## src/rtl/ram_reader_pkg.sv

```systemverilog
// ram_reader_pkg
//   Shared definitions for the RAM scan/display controller:
//   - state_t   : controller states (idle, issue, wait, dwell, write)
//   - DEF_*     : default RAM geometry (32 x 4)
//   - cnt_width : width of a down-counter able to hold values 0..max_count-1
package ram_reader_pkg;

    localparam int unsigned DEF_ADDR_W = 5;
    localparam int unsigned DEF_DATA_W = 4;

    // The S_ prefix keeps the dwell state distinct from the DWELL parameter
    // of ram_reader.
    typedef enum logic [2:0] {
        S_IDLE,
        S_ISSUE,
        S_WAIT,
        S_DWELL,
        S_WRITE
    } state_t;

    function automatic int unsigned cnt_width(input int unsigned max_count);
        return (max_count > 1) ? $clog2(max_count) : 1;
    endfunction

endpackage

```

## src/rtl/ram_reader_dwell_counter.sv

```systemverilog
// dwell_counter
//   Loadable down-counter used by ram_reader for both the read-latency wait
//   and the per-word dwell. A phase lasting N cycles is obtained by loading
//   N-1; expired is high on the last cycle of the phase.
// Ports:
//   clock, reset : system clock, asynchronous active-high reset
//   load         : load load_val (takes priority over hold)
//   load_val     : value to load
//   hold         : freeze the count (used while a write pre-empts a dwell)
//   expired      : count has reached zero
module dwell_counter #(
    parameter int unsigned W = 2
) (
    input  logic         clock,
    input  logic         reset,
    input  logic         load,
    input  logic [W-1:0] load_val,
    input  logic         hold,
    output logic         expired
);

    logic [W-1:0] count_q;

    always_ff @(posedge clock or posedge reset) begin
        if (reset) begin
            count_q <= '0;
        end else if (load) begin
            count_q <= load_val;
        end else if (!hold && (count_q != '0)) begin
            count_q <= count_q - W'(1);
        end
    end

    assign expired = (count_q == '0);

endmodule

```

## src/rtl/ram_reader.sv

```systemverilog
// ram_reader
//   Read-side controller for a single-port synchronous RAM. Sweeps every
//   address in order, waits out the RAM read latency, holds each word on the
//   display outputs for DWELL cycles, and arbitrates single-cycle writes from
//   the switch interface onto the same RAM port (writes take priority).
// Parameters: ADDR_W, DATA_W, RD_LAT (>=1), DWELL (>=1)
// Ports:
//   clock, reset          : system clock, asynchronous active-high reset
//   enable                : scan enable; low parks the sweep in idle
//   wr_req/wr_addr/wr_data: single-cycle write strobe and its payload
//   ram_address/ram_data/ram_wren : registered RAM port drive
//   ram_q                 : RAM read data
//   disp_addr/disp_data   : last captured address/word
//   disp_valid            : set once the first word has been captured
//   wr_busy               : high during the RAM write cycle
// Optional build macro RAM_READER_CHECKSUM_EN adds sweep_sum/sweep_done:
//   XOR of all words captured in one full sweep, loaded with a one-cycle
//   sweep_done pulse when the last address is captured.
module ram_reader
    import ram_reader_pkg::*;
#(
    parameter int unsigned ADDR_W = DEF_ADDR_W,
    parameter int unsigned DATA_W = DEF_DATA_W,
    parameter int unsigned RD_LAT = 1,
    parameter int unsigned DWELL  = 50_000_000
) (
    input  logic              clock,
    input  logic              reset,
    input  logic              enable,
    input  logic              wr_req,
    input  logic [ADDR_W-1:0] wr_addr,
    input  logic [DATA_W-1:0] wr_data,
    output logic [ADDR_W-1:0] ram_address,
    output logic [DATA_W-1:0] ram_data,
    output logic              ram_wren,
    input  logic [DATA_W-1:0] ram_q,
    output logic [ADDR_W-1:0] disp_addr,
    output logic [DATA_W-1:0] disp_data,
    output logic              disp_valid,
    output logic              wr_busy
`ifdef RAM_READER_CHECKSUM_EN
    ,
    output logic [DATA_W-1:0] sweep_sum,
    output logic              sweep_done
`endif
);

    localparam int unsigned CNT_MAX = (DWELL > RD_LAT) ? DWELL : RD_LAT;
    localparam int unsigned CNT_W   = cnt_width(CNT_MAX);
    localparam logic [CNT_W-1:0] WAIT_LOAD  = CNT_W'(RD_LAT - 1);
    localparam logic [CNT_W-1:0] DWELL_LOAD = CNT_W'(DWELL - 1);

    state_t            state_q, state_d;
    state_t            resume_q, resume_d;
    state_t            dwell_exit;
    logic [ADDR_W-1:0] ptr_q, ptr_d;
    logic              cnt_load;
    logic [CNT_W-1:0]  cnt_load_val;
    logic              cnt_hold;
    logic              cnt_expired;
    logic              capture;

    assign cnt_hold = (state_q == S_WRITE);

    dwell_counter #(
        .W (CNT_W)
    ) u_dwell_counter (
        .clock    (clock),
        .reset    (reset),
        .load     (cnt_load),
        .load_val (cnt_load_val),
        .hold     (cnt_hold),
        .expired  (cnt_expired)
    );

    // A write arriving on the final dwell cycle still consumes that cycle:
    // the pointer advances now and the write returns straight to the
    // post-dwell state, so the dwell grows by exactly the write cycle.
    always_comb begin
        state_d      = state_q;
        resume_d     = resume_q;
        ptr_d        = ptr_q;
        cnt_load     = 1'b0;
        cnt_load_val = WAIT_LOAD;
        capture      = 1'b0;
        dwell_exit   = enable ? S_ISSUE : S_IDLE;

        case (state_q)
            S_IDLE: begin
                if (wr_req) begin
                    state_d  = S_WRITE;
                    resume_d = S_IDLE;
                end else if (enable) begin
                    state_d = S_ISSUE;
                end
            end
            S_ISSUE: begin
                if (wr_req) begin
                    state_d  = S_WRITE;
                    resume_d = S_ISSUE;
                end else begin
                    state_d      = S_WAIT;
                    cnt_load     = 1'b1;
                    cnt_load_val = WAIT_LOAD;
                end
            end
            S_WAIT: begin
                if (wr_req) begin
                    state_d  = S_WRITE;
                    resume_d = S_ISSUE;
                end else if (cnt_expired) begin
                    capture      = 1'b1;
                    state_d      = S_DWELL;
                    cnt_load     = 1'b1;
                    cnt_load_val = DWELL_LOAD;
                end
            end
            S_DWELL: begin
                if (cnt_expired) begin
                    ptr_d = ptr_q + ADDR_W'(1);
                    if (wr_req) begin
                        state_d  = S_WRITE;
                        resume_d = dwell_exit;
                    end else begin
                        state_d = dwell_exit;
                    end
                end else if (wr_req) begin
                    state_d  = S_WRITE;
                    resume_d = S_DWELL;
                end
            end
            S_WRITE: begin
                state_d = resume_q;
            end
            default: begin
                state_d = S_IDLE;
            end
        endcase
    end

    // RAM port and display outputs are registered from the next state so
    // that each output is valid during the cycle its state is occupied.
    always_ff @(posedge clock or posedge reset) begin
        if (reset) begin
            state_q     <= S_IDLE;
            resume_q    <= S_IDLE;
            ptr_q       <= '0;
            ram_address <= '0;
            ram_data    <= '0;
            ram_wren    <= 1'b0;
            wr_busy     <= 1'b0;
            disp_addr   <= '0;
            disp_data   <= '0;
            disp_valid  <= 1'b0;
        end else begin
            state_q  <= state_d;
            resume_q <= resume_d;
            ptr_q    <= ptr_d;
            ram_wren <= (state_d == S_WRITE);
            wr_busy  <= (state_d == S_WRITE);
            if (state_d == S_WRITE) begin
                ram_address <= wr_addr;
                ram_data    <= wr_data;
            end else if (state_d == S_ISSUE) begin
                ram_address <= ptr_d;
            end
            if (capture) begin
                disp_addr  <= ptr_q;
                disp_data  <= ram_q;
                disp_valid <= 1'b1;
            end
        end
    end

`ifdef RAM_READER_CHECKSUM_EN
    logic [DATA_W-1:0] acc_q;

    always_ff @(posedge clock or posedge reset) begin
        if (reset) begin
            acc_q      <= '0;
            sweep_sum  <= '0;
            sweep_done <= 1'b0;
        end else begin
            sweep_done <= 1'b0;
            if (capture) begin
                if (ptr_q == '1) begin
                    sweep_sum  <= acc_q ^ ram_q;
                    sweep_done <= 1'b1;
                    acc_q      <= '0;
                end else begin
                    acc_q <= acc_q ^ ram_q;
                end
            end
        end
    end
`endif

endmodule

```

## config.mk

```make
export PLATFORM = sky130hd
export DESIGN_NAME = ram_reader
export DESIGN_NICKNAME = d
export VERILOG_FILES = /design/src/rtl/ram_reader_pkg.sv /design/src/rtl/ram_reader_dwell_counter.sv /design/src/rtl/ram_reader.sv
export SDC_FILE = /design/constraint.sdc
export NUM_CORES = 1
export LEC_CHECK = 0
export CAP_MARGIN = 40
export CELL_PAD_IN_SITES_DETAIL_PLACEMENT = 1
export CELL_PAD_IN_SITES_GLOBAL_PLACEMENT = 1
export CORE_MARGIN = 5
export CORE_UTILIZATION = 46
export DETAILED_ROUTE_END_ITERATION = 16
export PLACE_DENSITY_LB_ADDON = 0.1
export REMOVE_ABC_BUFFERS = 1
export SLEW_MARGIN = 40
export SYNTH_ARGS = -nofsm -noshare
export SYNTH_HDL_FRONTEND = slang
export SYNTH_SLANG_ARGS = --single-unit
```

## constraint.sdc

```tcl
create_clock -name clock -period 5.57 [get_ports clock]
set_clock_uncertainty 0.15 [all_clocks]
set_input_delay 0.8355 -clock clock [delete_from_list [all_inputs] [get_ports clock]]
set_output_delay 0.8355 -clock clock [all_outputs]
set_load 0.03 [all_outputs]
```

==> flow_summary.json, run 1 <==
{
  "route.met2.wl_um": 4180,
  "cpPeakStageDelay_ns": 0.68,
  "end_kind": "flip-flop",
  "root_buffer": "clkbuf_8",
  "top_level_ports": 38,
  "clock_latency_ns": 0.32,
  "rows": 30,
  "antenna_found_initial": 0,
  "fp.coreArea_um2": 6720,
  "avgViaCountPerCell": 6.00,
  "max_freq_ghz": 0.336,
  "nets": 378,
  "clk_pin_slew_ns": 0.10,
  "hold_viol": 0,
  "top_layer": "met4",
  "hold_depth": 1,
  "yosysWarnings": 0,
  "finalPower_mw": 1.60,
  "ys.flop_type": "dfrtp_1",
  "holdWs_ns": 0.335,
  "synth_most_common_cell": "dfrtp_1",
  "r2r_end": "u_dwell_counter.count_q[9]$_DFFE_PP0P_",
  "dp_hpwl_um": 5730,
  "crit_type": "in -> reg",
  "synth_top_area_share_pct": 44.6,
  "die_area_um2": 8580,
  "grt_pass1_vias": 2826,
  "synth_cell_types": 60,
  "design_area_um2": 3710,
  "fin_crit_ns": 2.98,
  "arrival_ns": 3.04,
  "drive_above_1_share_pct": 10.0,
  "ir_drop_mv": 0.198,
  "p_per_area_nw_per_um2": 433,
  "grt_overflow_total": 0,
  "wl_per_cell_um": 18.6,
  "drc_errors": 0,
  "status": "finished, final reports clean",
  "dr.pass1.iters": 4,
  "fin_crit_sh_pct": 53.5,
  "antennaDiodeCount": 0,
  "fin_setup_tns_ns": 0,
  "numCtsBuffers": 5,
  "synth_common_cells": "dfrtp_1, nand2_1, inv_1",
  "wl_met3_um": 262,
  "cts_hold_buf": 0,
  "dpl.cell_count": 431,
  "hold_start": "disp_valid$_DFFE_PP0P_",
  "async_flop_share_pct": 100,
  "die_width_um": 92.6,
  "cts_buffer_depth": 2,
  "ant_nets": 0,
  "grt.total_usage_pct": 20.1,
  "wirelength_um": 8190,
  "wl_met1_um": 3570,
  "setup_viol": 0,
  "rsz0062_at_grt": "false",
  "syn2layout_area_growth_pct": 18.1,
  "max_cap_viol_count": 0,
  "grt_pass1_wl_um": 13900,
  "crit_required_ns": 5.63,
  "hp-class": "reg -> reg",
  "synthTopCellsByArea": "dfrtp_1, nand2_1, a211oi_1",
  "min_to": "disp_valid$_DFFE_PP0P_",
  "critPathLaunchType": "input port",
  "numClockSinks": 56,
  "worst_pin_slew_ns": 0.752,
  "finalMaxSlewViolations": 0,
  "netlist_area_um2": 3140,
  "rrSetupSlack_ns": 2.66,
  "reg2reg_from": "u_dwell_counter.count_q[5]$_DFFE_PP0P_",
  "avgSynthCellArea_um2": 9.54,
  "fin_cells": 439,
  "ff2ff_path_depth": 5,
  "yosysTopAreaCell": "dfrtp_1",
  "first_iter_violations": 116,
  "num_vias": 2636,
  "crit_fanout": 17,
  "cts_setup_buffers": 0,
  "die_y_um": 92.6,
  "ys_ff_latch": 56,
  "synth-edff-count": 0,
  "seq_area_frac_synth_pct": 44.6,
  "cts_tree": "done",
  "gp_congestion": 0.760,
  "dpl_cell_area_um2": 3550,
  "port_buffers": 37,
  "slowest_stage": "nor4b_2",
  "htree_levels": 2,
  "start_util_pct": 46.7,
  "cts_resized": 0,
  "synthCells": 329,
  "slew_headroom_pct": 49.6,
  "cp_cell_sequence": "clkdlybuf4s50_1 > nor4b_2 > nor2_1 > a21boi_4 > a211o_1 > a221o_1",
  "grt_max_degree": 57,
  "power.leakage_nw": 1.60
}
-- metal layers --
metal  GRT usage (%)  vias to the layer above
li1                -                     1248
met1            25.3                     1325
met2            34.6                       48
met3            3.66                       15
met4            6.84                        0
met5               0                        -
-- sequential cells by signal, indices dropped and copies added (netlist names) --
register and count:
ram_data 4, resume_q 2, disp_valid 1, state_q 3
ram_address 5, wr_busy 1, disp_data 4, ptr_q 5
u_dwell_counter.count_q 26, disp_addr 5
-- worst max-delay path: cells and delay by family --
kind / cells / cell delay, ns
compound gates: 3 / 0.89
buf+inv: 1 / 0.51
simple gates: 2 / 0.80
-- cells in the final DEF, fill, tap and decap left out, drive strengths merged, types with 4 or more instances in the layout --
master         count
nand3             10
inv               21
nor4b              5
or3                4
xnor2              6
o211ai             8
a211oi            12
or2                5
a21oi              9
or4                5
dfrtp             56
nand2             53
o31a               8
o21ai             18
nand4              9
clkdlybuf4s50     37
nor3               9
nor2              19
clkbuf             5
nor4               6
o31ai              7
-- metrics by stage --
step | setup slack (ns) | utilization (%)
global placement | 2.09 | 52.4
CTS | 2.60 | 55.2
detailed placement | 2.26 | 52.8
finish | 2.59 | 55.2
floorplan | 3.09 | -
global route | 2.38 | 55.2
-- cell families after synthesis --
family / after synthesis / synth area share, %
XOR/XNOR: 9 / 2.51
adder cells (fa/ha/maj): 3 / 1.20
AND/OR/NAND/NOR: 138 / 25.7
multiplexers: 2 / 0.678
buffers and inverters: 40 / 5.70
flip-flops: 56 / 44.6
AO/OA/AOI/OAI: 81 / 19.6
-- worst max-delay path by stage --
stage | cells after the start | from | end | slack (ns)
6_report | 6 | wr_req | u_dwell_counter.count_q[6]$_DFFE_PP0P_ | 2.59
5_1_grt | 5 | wr_req | u_dwell_counter.count_q[9]$_DFFE_PP0P_ | 2.38
4_1_cts | 6 | wr_req | u_dwell_counter.count_q[6]$_DFFE_PP0P_ | 2.60
3_5_place_dp | 6 | wr_req | u_dwell_counter.count_q[6]$_DFFE_PP0P_ | 2.26
3_3_place_gp | 5 | wr_req | u_dwell_counter.count_q[18]$_DFFE_PP0P_ | 2.09
2_1_floorplan | 7 | u_dwell_counter.count_q[0]$_DFFE_PP0P_ | u_dwell_counter.count_q[16]$_DFFE_PP0P_ | 3.09
-- report_power, final --
part / internal [mW] / leakage [nW] / switching (mW) / total (mW)
clock network: 0.225 / 0.0784 / 0.139 / 0.364
logic: 0.232 / 0.777 / 0.402 / 0.633
registers: 0.493 / 0.745 / 0.113 / 0.607
-- final cells by class --
type | instances | area, um2
fill | 777 | 3010
multi-input combinational | 233 | 1560
sequential | 56 | 1400
timing repair buffer | 40 | 400
tap | 80 | 100
clock inverter | 3 | 90.1
inverter | 22 | 82.6
clock buffer | 5 | 68.8
Power figures use the tool's default switching activity.
==> inputs of run 2 (changes only) <==
--- a/config.mk
+++ b/config.mk
@@ -9,7 +9,7 @@
 export CELL_PAD_IN_SITES_DETAIL_PLACEMENT = 1
 export CELL_PAD_IN_SITES_GLOBAL_PLACEMENT = 1
 export CORE_MARGIN = 5
-export CORE_UTILIZATION = 46
+export CORE_UTILIZATION = 43
 export DETAILED_ROUTE_END_ITERATION = 16
 export PLACE_DENSITY_LB_ADDON = 0.1
 export REMOVE_ABC_BUFFERS = 1
==> constraint.sdc (replaced) <==
create_clock -name clock -period 3 [get_ports clock]
set_clock_uncertainty 0.15 [all_clocks]
set_input_delay 0.45 -clock clock [delete_from_list [all_inputs] [get_ports clock]]
set_output_delay 0.45 -clock clock [all_outputs]
set_load 0.03 [all_outputs]
==> run 2 against run 1 <==
Via count is 1.4% higher; largest power group unchanged; largest cell class unchanged; final cell count is 6.6% higher; combinational power is 93% higher.
==> flow_summary.json, run 2 (synthesis gave the netlist of run 1 again) <==
{
  "cpPeakStageDelay_ns": 0.55,
  "antenna_found_initial": 0,
  "ir_drop_mv": 0.262,
  "max_freq_ghz": 0.370,
  "grt.total_usage_pct": 20.6,
  "status": "finished, final reports clean",
  "wirelength_um": 8480,
  "wl_per_cell_um": 18.1,
  "rsz0062_at_grt": "false",
  "cts_setup_buffers": 0,
  "avgViaCountPerCell": 5.71,
  "rows": 31,
  "grt_max_degree": 36,
  "gp_congestion": 0.828,
  "dr.pass1.iters": 4,
  "power.leakage_nw": 1.62,
  "numClockSinks": 56,
  "regMostFlops": "u_dwell_counter.count_q",
  "critPathLaunchType": "flip-flop",
  "worst_pin_slew_ns": 0.739,
  "grt_pass1_wl_um": 14600,
  "crit_buf_inv": 1,
  "finalMaxSlewViolations": 0,
  "fin_crit_sh_pct": 90.2,
  "max_cap_viol_count": 0,
  "crit_family": "simple AND/OR/NAND/NOR gates",
  "crit_required_ns": 3.10,
  "antennaDiodeCount": 0,
  "crit_fanout": 5,
  "fin_setup_tns_ns": 0,
  "dp_hpwl_um": 6030,
  "die_y_um": 95.4,
  "ant_nets": 0,
  "fin_crit_ns": 2.70,
  "grt_pass1_vias": 2962,
  "hp-class": "reg -> reg",
  "ff2ff_path_depth": 7,
  "start_util_pct": 43.7,
  "num_vias": 2673,
  "cts_resized": 0,
  "cp_cell_sequence": "inv_1 > ha_1 > nor4b_2 > nand4_2 > or4_4 > nor4b_4 > mux2i_1",
  "cp.depth": 7,
  "slowest_stage": "or4_4",
  "crit_type": "reg -> reg",
  "p_per_area_nw_per_um2": 746,
  "holdWs_ns": 0.335,
  "largest_reg_flops": 26,
  "drive_above_1_share_pct": 12.2,
  "clock_latency_ns": 0.32,
  "slew_headroom_pct": 50.7,
  "setup_viol": 0,
  "fp.coreArea_um2": 7180,
  "numCtsBuffers": 5,
  "pre_cts_ws_ns": 0.322,
  "hold_viol": 0,
  "port_buffers": 37,
  "cts_buffer_depth": 2,
  "drc_errors": 0,
  "nets": 388,
  "hold_depth": 2,
  "cts_hold_buf": 0,
  "die_width_um": 95.4,
  "final_common_cell": "dfrtp_1",
  "layout_common_cells": "dfrtp_1, nand2_1, clkdlybuf4s50_1",
  "clk_pin_slew_ns": 0.12,
  "cts_tree": "done",
  "root_buffer": "clkbuf_8",
  "end_kind": "flip-flop",
  "syn2layout_area_growth_pct": 19.3,
  "die_area_um2": 9110,
  "top_level_ports": 38,
  "first_iter_violations": 71,
  "fin_ws_ns": 0.295,
  "grt_overflow_total": 0,
  "htree_levels": 2,
  "arrival_ns": 2.81
}
==> run 2: changes by cell type in the layout (fill, tap and decap cells not counted), sizes merged <==
cell	previous run	this run
inv	21	22
buf	3	13
clkinv	1	2
bufinv	3	0
clkinvlp	0	1
==> run 2: final cells by class <==
type	count	area (um2)
inverter	22	82.6
sequential	56	1400
clock inverter	3	27.5
fill	828	3430
tap	99	124
multi-input combinational	233	1560
timing repair buffer	50	480
clock buffer	5	68.8
==> run 2: worst register-to-register path, cell delays in order (launching register included) <==
cell and delay (ns):
dfrtp_1 0.40, inv_1 0.13, ha_1 0.25, nor4b_2 0.51
nand4_2 0.20, or4_4 0.55, nor4b_4 0.24, mux2i_1 0.21
==> run 2: final timing paths <==
check	startpoint	end	slack [ns]
setup / recovery	u_dwell_counter.count_q[0]$_DFFE_PP0P_	u_dwell_counter.count_q[24]$_DFFE_PP0P_	0.30
hold / removal	ram_data[3]$_DFFE_PP0N_	ram_data[3]$_DFFE_PP0N_	0.33
setup reg to reg	u_dwell_counter.count_q[0]$_DFFE_PP0P_	u_dwell_counter.count_q[24]$_DFFE_PP0P_	0.30
hold reg to reg	ram_data[3]$_DFFE_PP0N_	ram_data[3]$_DFFE_PP0N_	0.33
max in group asynchronous	reset	ptr_q[0]$_DFF_PP0_	1.80
min in group asynchronous	reset	u_dwell_counter.count_q[16]$_DFFE_PP0P_	0.34
==> run 2: report_power, final <==
group	total, mW	internal (mW)	switching, mW
clock network	0.457	0.172	0.284
registers	1.12	0.916	0.204
logic	1.22	0.465	0.750
==> run 2: metal layers <==
layer | global-route usage, % | up-vias | wire length (um)
li1 | - | 1278 | -
met1 | 26.7 | 1334 | 3970
met2 | 33.8 | 45 | 4070
met3 | 4.10 | 16 | 252
met4 | 8.06 | 0 | 189
met5 | 0 | - | 0
==> run 2: metrics by stage <==
step                utilization (%)  instance area (um2)  power (mW)  instances
detailed placement             50.8                 3650        2.34        460
global placement               50.8                 3650        2.30        460
floorplan                         -                 3040        1.95        311
finish                         52.2                 3740        2.79        468
global route                   52.2                 3740        3.00        468
CTS                            52.2                 3740        2.81        468
